[config.mk]
export PLATFORM = sky130hd
export DESIGN_NAME = fetch_stage
export DESIGN_NICKNAME = d
export VERILOG_FILES = /design/src/rtl/fetch_stage.sv
export SDC_FILE = /design/constraint.sdc
export NUM_CORES = 1
export LEC_CHECK = 0
export CORE_AREA = 5 5 102 113
export DETAILED_ROUTE_END_ITERATION = 10
export DIE_AREA = 0 0 107 118
export PLACE_DENSITY = 0.76
export SLEW_MARGIN = 20
export SYNTH_ARGS = -nofsm -noshare
export SYNTH_HDL_FRONTEND = slang
export SYNTH_SLANG_ARGS = --single-unit
[constraint.sdc]
create_clock -name clk -period 2.3 [get_ports clk]
set_input_delay 0.69 -clock clk [delete_from_list [all_inputs] [get_ports clk]]
set_output_delay 0.69 -clock clk [all_outputs]
set_load 0.1 [all_outputs]
[src/rtl/fetch_stage.sv]
// Instruction fetch stage: PC register, next-PC selection and an optional
// direct-mapped branch target buffer with 2-bit saturating counters.
//
// Optional feature macro: FETCH_BTB_PREDICT_EN
//   defined   -> BTB lookup on PCF drives TakenF and the predicted next PC;
//                resolved branches from Execute train the BTB.
//   undefined -> no BTB storage, TakenF tied low, branch inputs ignored.
//
// Ports:
//   clk, rst        rising-edge clock, synchronous active-high reset
//   StallF          hold PCF this cycle
//   PCSrcE          redirect request from Execute (overrides StallF)
//   PCTargetE       redirect target
//   BranchE         resolved branch/jump in Execute (predictor update)
//   BranchTakenE    resolved outcome
//   PCE             PC of the resolved branch
//   BranchTargetE   resolved target
//   imem_addr       instruction memory address (= PCF)
//   imem_rdata      asynchronous instruction memory read data
//   instruction     fetched instruction (= imem_rdata)
//   PCF             current fetch PC
//   PCPlus4F        PCF + 4 (wraps modulo 2^32)
//   TakenF          predicted-taken flag for the instruction at PCF
module fetch_stage #(
    parameter logic [31:0] RESET_PC    = 32'h0000_0000,
    parameter int unsigned BTB_ENTRIES = 16
) (
    input  logic        clk,
    input  logic        rst,
    input  logic        StallF,
    input  logic        PCSrcE,
    input  logic [31:0] PCTargetE,
    input  logic        BranchE,
    input  logic        BranchTakenE,
    input  logic [31:0] PCE,
    input  logic [31:0] BranchTargetE,
    output logic [31:0] imem_addr,
    input  logic [31:0] imem_rdata,
    output logic [31:0] instruction,
    output logic [31:0] PCF,
    output logic [31:0] PCPlus4F,
    output logic        TakenF
);

    logic [31:0] pred_target;
    logic [31:0] next_pc;

    assign imem_addr   = PCF;
    assign instruction = imem_rdata;
    assign PCPlus4F    = PCF + 32'd4;

`ifdef FETCH_BTB_PREDICT_EN
    localparam int unsigned IDX   = $clog2(BTB_ENTRIES);
    localparam int unsigned TAG_W = 30 - IDX;

    logic [BTB_ENTRIES-1:0] btb_valid;
    logic [TAG_W-1:0]       btb_tag    [BTB_ENTRIES];
    logic [31:0]            btb_target [BTB_ENTRIES];
    logic [1:0]             btb_ctr    [BTB_ENTRIES];

    logic [IDX-1:0]   rd_idx;
    logic [TAG_W-1:0] rd_tag;
    logic [IDX-1:0]   wr_idx;
    logic [TAG_W-1:0] wr_tag;
    logic             rd_hit;
    logic             wr_hit;
    logic             unused_pce_lsb;

    assign rd_idx = PCF[IDX+1:2];
    assign rd_tag = PCF[31:IDX+2];
    assign wr_idx = PCE[IDX+1:2];
    assign wr_tag = PCE[31:IDX+2];
    assign unused_pce_lsb = ^PCE[1:0];

    // Lookup reads the stored contents directly, so a same-index update this
    // cycle is only visible from the next cycle on.
    assign rd_hit      = btb_valid[rd_idx] && (btb_tag[rd_idx] == rd_tag);
    assign wr_hit      = btb_valid[wr_idx] && (btb_tag[wr_idx] == wr_tag);
    assign TakenF      = rd_hit && btb_ctr[rd_idx][1];
    assign pred_target = btb_target[rd_idx];

    // Valid bits and counters: reset to empty / weakly-not-taken.
    always_ff @(posedge clk) begin
        if (rst) begin
            btb_valid <= '0;
            for (int unsigned i = 0; i < BTB_ENTRIES; i++) begin
                btb_ctr[i] <= 2'b01;
            end
        end else if (BranchE) begin
            if (wr_hit) begin
                if (BranchTakenE) begin
                    if (btb_ctr[wr_idx] != 2'b11) btb_ctr[wr_idx] <= btb_ctr[wr_idx] + 2'b01;
                end else begin
                    if (btb_ctr[wr_idx] != 2'b00) btb_ctr[wr_idx] <= btb_ctr[wr_idx] - 2'b01;
                end
            end else if (BranchTakenE) begin
                btb_valid[wr_idx] <= 1'b1;
                btb_ctr[wr_idx]   <= 2'b10;
            end
        end
    end

    // Tag/target payload: written only by taken updates (allocate or refresh).
    always_ff @(posedge clk) begin
        if (!rst && BranchE && BranchTakenE) begin
            btb_target[wr_idx] <= BranchTargetE;
            if (!wr_hit) btb_tag[wr_idx] <= wr_tag;
        end
    end
`else
    logic unused_branch_inputs;

    assign unused_branch_inputs = ^{BranchE, BranchTakenE, PCE, BranchTargetE};
    assign TakenF      = 1'b0;
    assign pred_target = 32'h0000_0000;
`endif

    // Next-PC priority: redirect, stall, prediction, sequential.
    always_comb begin
        next_pc = PCPlus4F;
        if (PCSrcE) begin
            next_pc = PCTargetE;
        end else if (StallF) begin
            next_pc = PCF;
        end else if (TakenF) begin
            next_pc = pred_target;
        end
    end

    // Fetch PC register.
    always_ff @(posedge clk) begin
        if (rst) begin
            PCF <= RESET_PC;
        end else begin
            PCF <= next_pc;
        end
    end

endmodule

Yosys cells after proc, flatten, opt, wreduce, memory -nomap -nowiden

Cells that the tools add are included.

Bits in latches: 0
Flip-flop bits (word level): 32
Memories kept: 0
Output and inout bits: 129
Input bits: 134
Bits in writable memories: 0
ROM bits: 0

Shift-type cells: 0
Bitwise operators: 0
Reduce and logical (&&, ||, !) cells: 0
Div/mod/pow operators: 0
Add/subtract/negate cells: 1
Equality and inequality tests: 1
$mul: 0
Magnitude comparators: 0
Muxes and demuxes: 2

Operator list:

| cell                                                             | count |
|---|---|
| 32-bit two-way mux                                               | 2 |
| 32-bit by 3-bit adder with 32-bit output (second input constant) | 1 |
| 2-bit by 1-bit != test with 1-bit output (second input constant) | 1 |

Logic depth before layout (Yosys ltp)

Gate-level depths: netlist of the first run.

Depth after elaboration: 3
Depth in mapped cells: 6

Worst setup path after synthesis of the first run

Ideal clock, no wire load.

Path kind: reg2out
From: reg PCF[16]
To: out PCPlus4F[30]
Data required time: 1.610 ns
Data arrival time: 4.049 ns
Cell stages (with the launch flop): 7
Setup slack: -2.439 ns
Cells stage by stage: dfxtp_1 buf_2 nand3_1 nor4_2 clkbuf_1 nand4_1 xnor2_1

Longest elaborated chain between the ends: 1

Ends and longest elaborated chain:

| item                                     | line | text |
|---|---|---|
| start, declared                          | 40   | `output logic [31:0] PCF,` |
| start signal, assigned                   | 135  | `PCF <= next_pc;` |
| 32-bit by 3-bit adder with 32-bit output | 50   | `assign PCPlus4F = PCF + 32'd4;` |
| end, declared                            | 41   | `output logic [31:0] PCPlus4F,` |

Every way passes these cells.

Final worst setup path of the first run

From: reg PCF[24]
To: out PCPlus4F[30]

Same word-level chain as after synthesis.

==> results of run 1 <==
[worst max path at each step]
stage                  from      endpoint  slack (ps)  depth (start not counted)
global placement     StallF       PCF[19]        -310                          4
floorplan           PCF[14]  PCPlus4F[30]        -870                          6
CTS                 PCF[14]  PCPlus4F[28]        -370                          6
detailed placement   StallF       PCF[19]        -300                          4
finish              PCF[24]  PCPlus4F[30]        -300                          7
global route        PCF[24]  PCPlus4F[28]        -390                          6
[timing repair]
action,in CTS,in global routing
endpoints found under the setup margin,28,30
gates resized for setup,35,17
pin swaps,22,19
setup buffers,27,9
[power breakdown]
group	leakage [nW]	switching, W	internal, W
Combinational	2.09	0.00116	0.000579
Clock	0.0679	0.000237	0.000400
Sequential	0.281	0.0000439	0.000589
[placed cells by master, fill, tap and decap left out, types with 10 or more instances in the layout]
cell type | synthesis | routed
buf_12 | 0 | 63
buf_4 | 67 | 110
xnor2_4 | 0 | 23
dfxtp_4 | 0 | 23
nand4_1 | 10 | 10
nand3_4 | 0 | 13
buf_6 | 1 | 13
nand2_1 | 17 | 11
a211oi_1 | 10 | 10
clkdlybuf4s50_1 | 0 | 35
xnor2_1 | 33 | 10
a311oi_1 | 15 | 15
nor2_1 | 37 | 32
[cells by family (layout without fill, tap and decap cells)]
| group | Yosys count | in the layout | synth area share |
|---|---|---|---|
| adders and majority gates | 1 | 1 | 0.00448 |
| buffers and inverters | 102 | 241 | 0.232 |
| muxes | 3 | 3 | 0.0108 |
| other | 1 | 1 | 0.00134 |
| and+or+nand+nor | 133 | 133 | 0.260 |
| AOI/OAI and AO/OA | 52 | 52 | 0.143 |
| xor gates and xnor gates | 38 | 38 | 0.119 |
| DFF | 32 | 32 | 0.229 |
[layout make-up]
type / instances / area share
clock buffers: 7 / 0.0218
repair buffers: 225 / 0.435
flip-flops and latches: 32 / 0.120
multi-input cells: 228 / 0.392
well taps: 123 / 0.0253
inverters: 8 / 0.00494
clock inverters: 1 / 0.000823
[metal layers]
layer  vias to the layer above  share of wire
met5                         -              0
met4                         0          0.029
met3                        27          0.077
met2                       144           0.53
met1                      1520           0.36
li1                       1498              -
[per-stage QoR]
step	cell area [um2]	power [W]
floorplan	3680	0.00210
global placement	5450	0.00233
detailed placement	5450	0.00234
CTS	5970	0.00301
global route	6080	0.00310
finish	6080	0.00300
[tightest hold or removal path: stages, from the launching register on]
cell     delay [ps]
dfxtp_1         330
mux2i_1         130
nor2_1           50
==> impl_metrics.ini, run 1 <==
[sta]
finalWorstSetupSlack_ps = -299
tns_ps = -4010
fmax_ghz = 0.385
maxSlewViolCount = 0
setup_viol = 21
fin_crit_sh = 1.13
period_needed_ps = 2600
rsz0062_at_grt = true
fin_skew_ps = 5.63
timing.hold.ws_ps = 548
finalHoldViolCount = 0

[floorplan]
std_cell_rows = 39
die_w_um = 107
initial_core_util = 0.272
ios = 263
core-area_um2 = 10200
die-area_um2 = 12600
die_h_um = 118

[min_path]
worstHoldStart = PCF[0]
hold_depth = 2
hold_end = PCF[0]
hp-class = flip-flop to flip-flop

[pwr]
ir_worst_vdd_mv = 0.256
p_leak_nw = 2.43
power_per_cell_area_nw_per_um2 = 494

[cells_and_area]
num-fill-cells = 806
regMostFlops = PCF
fin_cells = 624
drive_gt1_frac = 0.583
multi_input_area_um2 = 2380
final_core_util = 0.593
top_regs = PCF (32)
seqCellArea_um2 = 732
largest_reg_flops = 32
fin_nets = 635
area_delta_synth_final_pct = 118
diodes = 0

[placement]
pre_cts_ws_ps = -300
io_buffers = 131
dp_hpwl_um = 8060
gp_congestion = 0.806
dpl.cell_count = 584

[drt]
antenna_left = 0
via_per_inst = 5.11
drtIter0Drc = 75
dr.pass1.iters = 4
vias = 3189
wl_um = 10700
wl_per_cell_um = 17.1
drc = 0

[clocking]
cts_max_level = 2
cts_buffer_depth = 2
cts_tree = yes
numCtsBuffers = 5
cts.reportedPaths.clkPinSlew_ps = 50
hold_buffers = 0
root_buffer = clkbuf_16
clock_sinks = 32
insertion_delay_ps = 270

[synth]
synth.distinct_cells = 46
synthArstFlopShare = 0
syn-mean-instance-area_um2 = 7.71
synth-main-ff-cell = dfxtp_1
yosysTopAreaCellShare = 0.229
syn-cell-area_um2 = 2790
synthCells = 362
synth_edf_count = 0
synth.most_common_cell = buf_4
synth_area_leaders = dfxtp_1, buf_4, xnor2_1
synth_commonest_cells = buf_4, nor2_1, xnor2_1
syn-num-nets = 497
yosys_warnings = 0
yosysSeqAreaShare = 0.229
synth_top_area_cell = dfxtp_1
ys_ff_latch = 32

[worst_setup_path]
critPathRequiredTime_ps = 1610
reg2reg_depth = 6
worst_path_dominant_cell_family = simple AND/OR/NAND/NOR gates
critPathMaxFanout = 8
critPathKind = flip-flop to output port
arrival_ps = 1910
cp_cell_sequence = nand4_1 -> nor4_4 -> buf_12 -> nand4_1 -> buf_6 -> xnor2_4 -> buf_12
endpoint_kind = output port
startpoint_type = flip-flop
slowest_stage = dfxtp_4
r2r_end = PCF[19]
r2r_slack_ps = 120
max_stage_delay_ps = 340
r2r-start = PCF[7]
path_buf_inv = 3

[grt]
gr-usage-met2 = 0.300
grt-busiest-layer = met2
grt_util_all_layers = 0.167
grt_pass1_wl_um = 17100
use_met1 = 0.182
overflow = 0
grt_max_degree = 31
use_met3 = 0.0483
grt_pass1_vias = 3338
antenna_found_initial = 0

[job]
drv_cap = 0

[run_status]
status = finished with violations
violations = setup timing
No activity file was read; power rests on OpenSTA's default activity.
==> inputs of run 2 (changes only) <==
--- a/config.mk
+++ b/config.mk
@@ -8,6 +8,7 @@
 export CORE_AREA = 5 5 102 113
 export DETAILED_ROUTE_END_ITERATION = 10
 export DIE_AREA = 0 0 107 118
+export MAX_ROUTING_LAYER = met4
 export PLACE_DENSITY = 0.76
 export SLEW_MARGIN = 20
 export SYNTH_ARGS = -nofsm -noshare
==> run 2 against run 1 <==
Compared with the run above: the flow still finishes with violations (setup timing); combinational power is essentially flat; die area is the same; clock-buffer cell count is the same; flip-flop and latch count is the same; register-to-register slack is essentially flat; critical path depth is the same; critical path type unchanged.
==> impl_metrics.ini, run 2 (synthesis results as in run 1) <==
[run_status]
status = finished with violations
violations = setup timing

[sta]
fmax_ghz = 0.384
period_needed_ps = 2610
fin_skew_ps = 5.46
maxSlewViolCount = 0
tns_ps = -4070
setup_viol = 21
finalHoldViolCount = 0
rsz0062_at_grt = true
finalWorstSetupSlack_ps = -305
fin_crit_sh = 1.13

[floorplan]
initial_core_util = 0.272
die_h_um = 118
std_cell_rows = 39
die_w_um = 107
core-area_um2 = 10200
die-area_um2 = 12600
ios = 263

[pwr]
power_frac_comb = 0.578
p_leak_nw = 2.43
swShare = 0.478
power_per_cell_area_nw_per_um2 = 494
pwr-share-clk = 0.212
intPower_w = 0.00157
seqPwrFrac = 0.211
p_switching_w = 0.00144
ir_worst_vdd_mv = 0.256

[grt]
grt_util_all_layers = 0.172
grt_pass1_vias = 3336
grt_pass1_wl_um = 17100
antenna_found_initial = 0
grt_max_degree = 31
overflow = 0

[job]
drv_cap = 0

[drt]
wl_per_cell_um = 17.1
antenna_left = 0
dr.pass1.iters = 4
drc = 0
vias = 3178
via_per_inst = 5.09
drtIter0Drc = 95
wl_um = 10700

[worst_setup_path]
r2r_slack_ps = 110
critPathRequiredTime_ps = 1610
reg2reg_depth = 6
max_stage_delay_ps = 340
slowest_stage = dfxtp_4
critPathKind = flip-flop to output port
arrival_ps = 1920
cp-startpoint = PCF[24]
endpoint_kind = output port
startpoint_type = flip-flop
r2r-start = PCF[7]
cp_cell_sequence = nand4_1 -> nor4_4 -> buf_12 -> nand4_1 -> buf_6 -> xnor2_4 -> buf_12
r2r_end = PCF[17]
crit_end = PCPlus4F[30]
critPathMaxFanout = 8

[cells_and_area]
final_area_um2 = 6080
regMostFlops = PCF
diodes = 0
final_common_cell = buf_4
largest_reg_flops = 32
fin_cells = 624
fin_nets = 635
mostFrequentLayoutCells = buf_4, buf_12, clkdlybuf4s50_1, nor2_1
drive_gt1_frac = 0.583
top_regs = PCF (32)
area_delta_synth_final_pct = 118
num-fill-cells = 806

[min_path]
hp-class = flip-flop to flip-flop
worstHoldStart = PCF[0]

[clocking]
cts_tree = yes
clock_sinks = 32
numCtsBuffers = 5
cts_max_level = 2
cts_buffer_depth = 2
insertion_delay_ps = 270
root_buffer = clkbuf_16
cts.reportedPaths.clkPinSlew_ps = 50
hold_buffers = 0

[placement]
place_area_um2 = 5450
dpl.cell_count = 584
gp_congestion = 0.817
io_buffers = 131
dp_hpwl_um = 8060
## run 2: cell counts in the layout (fill, tap and decap cells not counted)
Identical to the previous run, type by type.
## run 2: cell type report
| type | instances | area [um2] | share of cell area |
|---|---|---|---|
| well taps | 123 | 154 | 0.0253 |
| clock buffers | 7 | 133 | 0.0218 |
| inverters | 8 | 30.0 | 0.00494 |
| multi-input cells | 228 | 2380 | 0.392 |
| flip-flops and latches | 32 | 732 | 0.120 |
| repair buffers | 225 | 2640 | 0.435 |
| clock inverters | 1 | 5.00 | 0.000823 |
## run 2: worst max-delay path, delay by kind of cell (launching register included)
family                 cells  cell delay, ps
AND/OR/NAND/NOR            3             640
flip-flops                 1             340
buffers and inverters      3             510
XOR/XNOR                   1             150
## run 2: how the worst min path moves through the flow
stage / end / slack [ps] / cells past startpoint
2_1_floorplan: PCF[24] / 680 / 2
3_3_place_gp: PCF[18] / 520 / 2
3_5_place_dp: PCF[18] / 540 / 2
4_1_cts: PCF[18] / 550 / 2
5_1_grt: PCF[18] / 570 / 2
6_report: PCF[0] / 540 / 2
## run 2: through the flow
step	setup slack (ps)	total power [W]	util	hold WS [ps]
CTS	-373	0.00301	0.583	547
global route	-392	0.00310	0.593	571
detailed placement	-300	0.00234	0.532	539
floorplan	-872	0.00210	-	677
global placement	-315	0.00233	0.532	520
finish	-305	0.00300	0.593	544
## run 2: routing by layer
metal	wire [um]	part of all wire	track usage	vias to the layer above
li1	-	-	-	1501
met1	3920	0.37	0.188	1503
met2	5650	0.53	0.300	147
met3	778	0.073	0.0395	27
met4	314	0.029	0.0647	0
met5	0	0	-	-
## run 2: repair_timing
action                                  4_1_cts  5_1_grt
gates resized for setup                      35       17
gates cloned                                  0        0
endpoints found under the setup margin       28       30
pin swaps                                    22       19
setup buffers                                27        9
## run 2: power groups by stage
stage / clock network, W / registers [W] / logic [W]
3_3_place_gp: 0 / 0.000641 / 0.00169
6_report: 0.000636 / 0.000633 / 0.00173
5_1_grt: 0.000674 / 0.000638 / 0.00179
3_5_place_dp: 0 / 0.000643 / 0.00170
2_1_floorplan: 0 / 0.000959 / 0.00114
4_1_cts: 0.000652 / 0.000629 / 0.00173
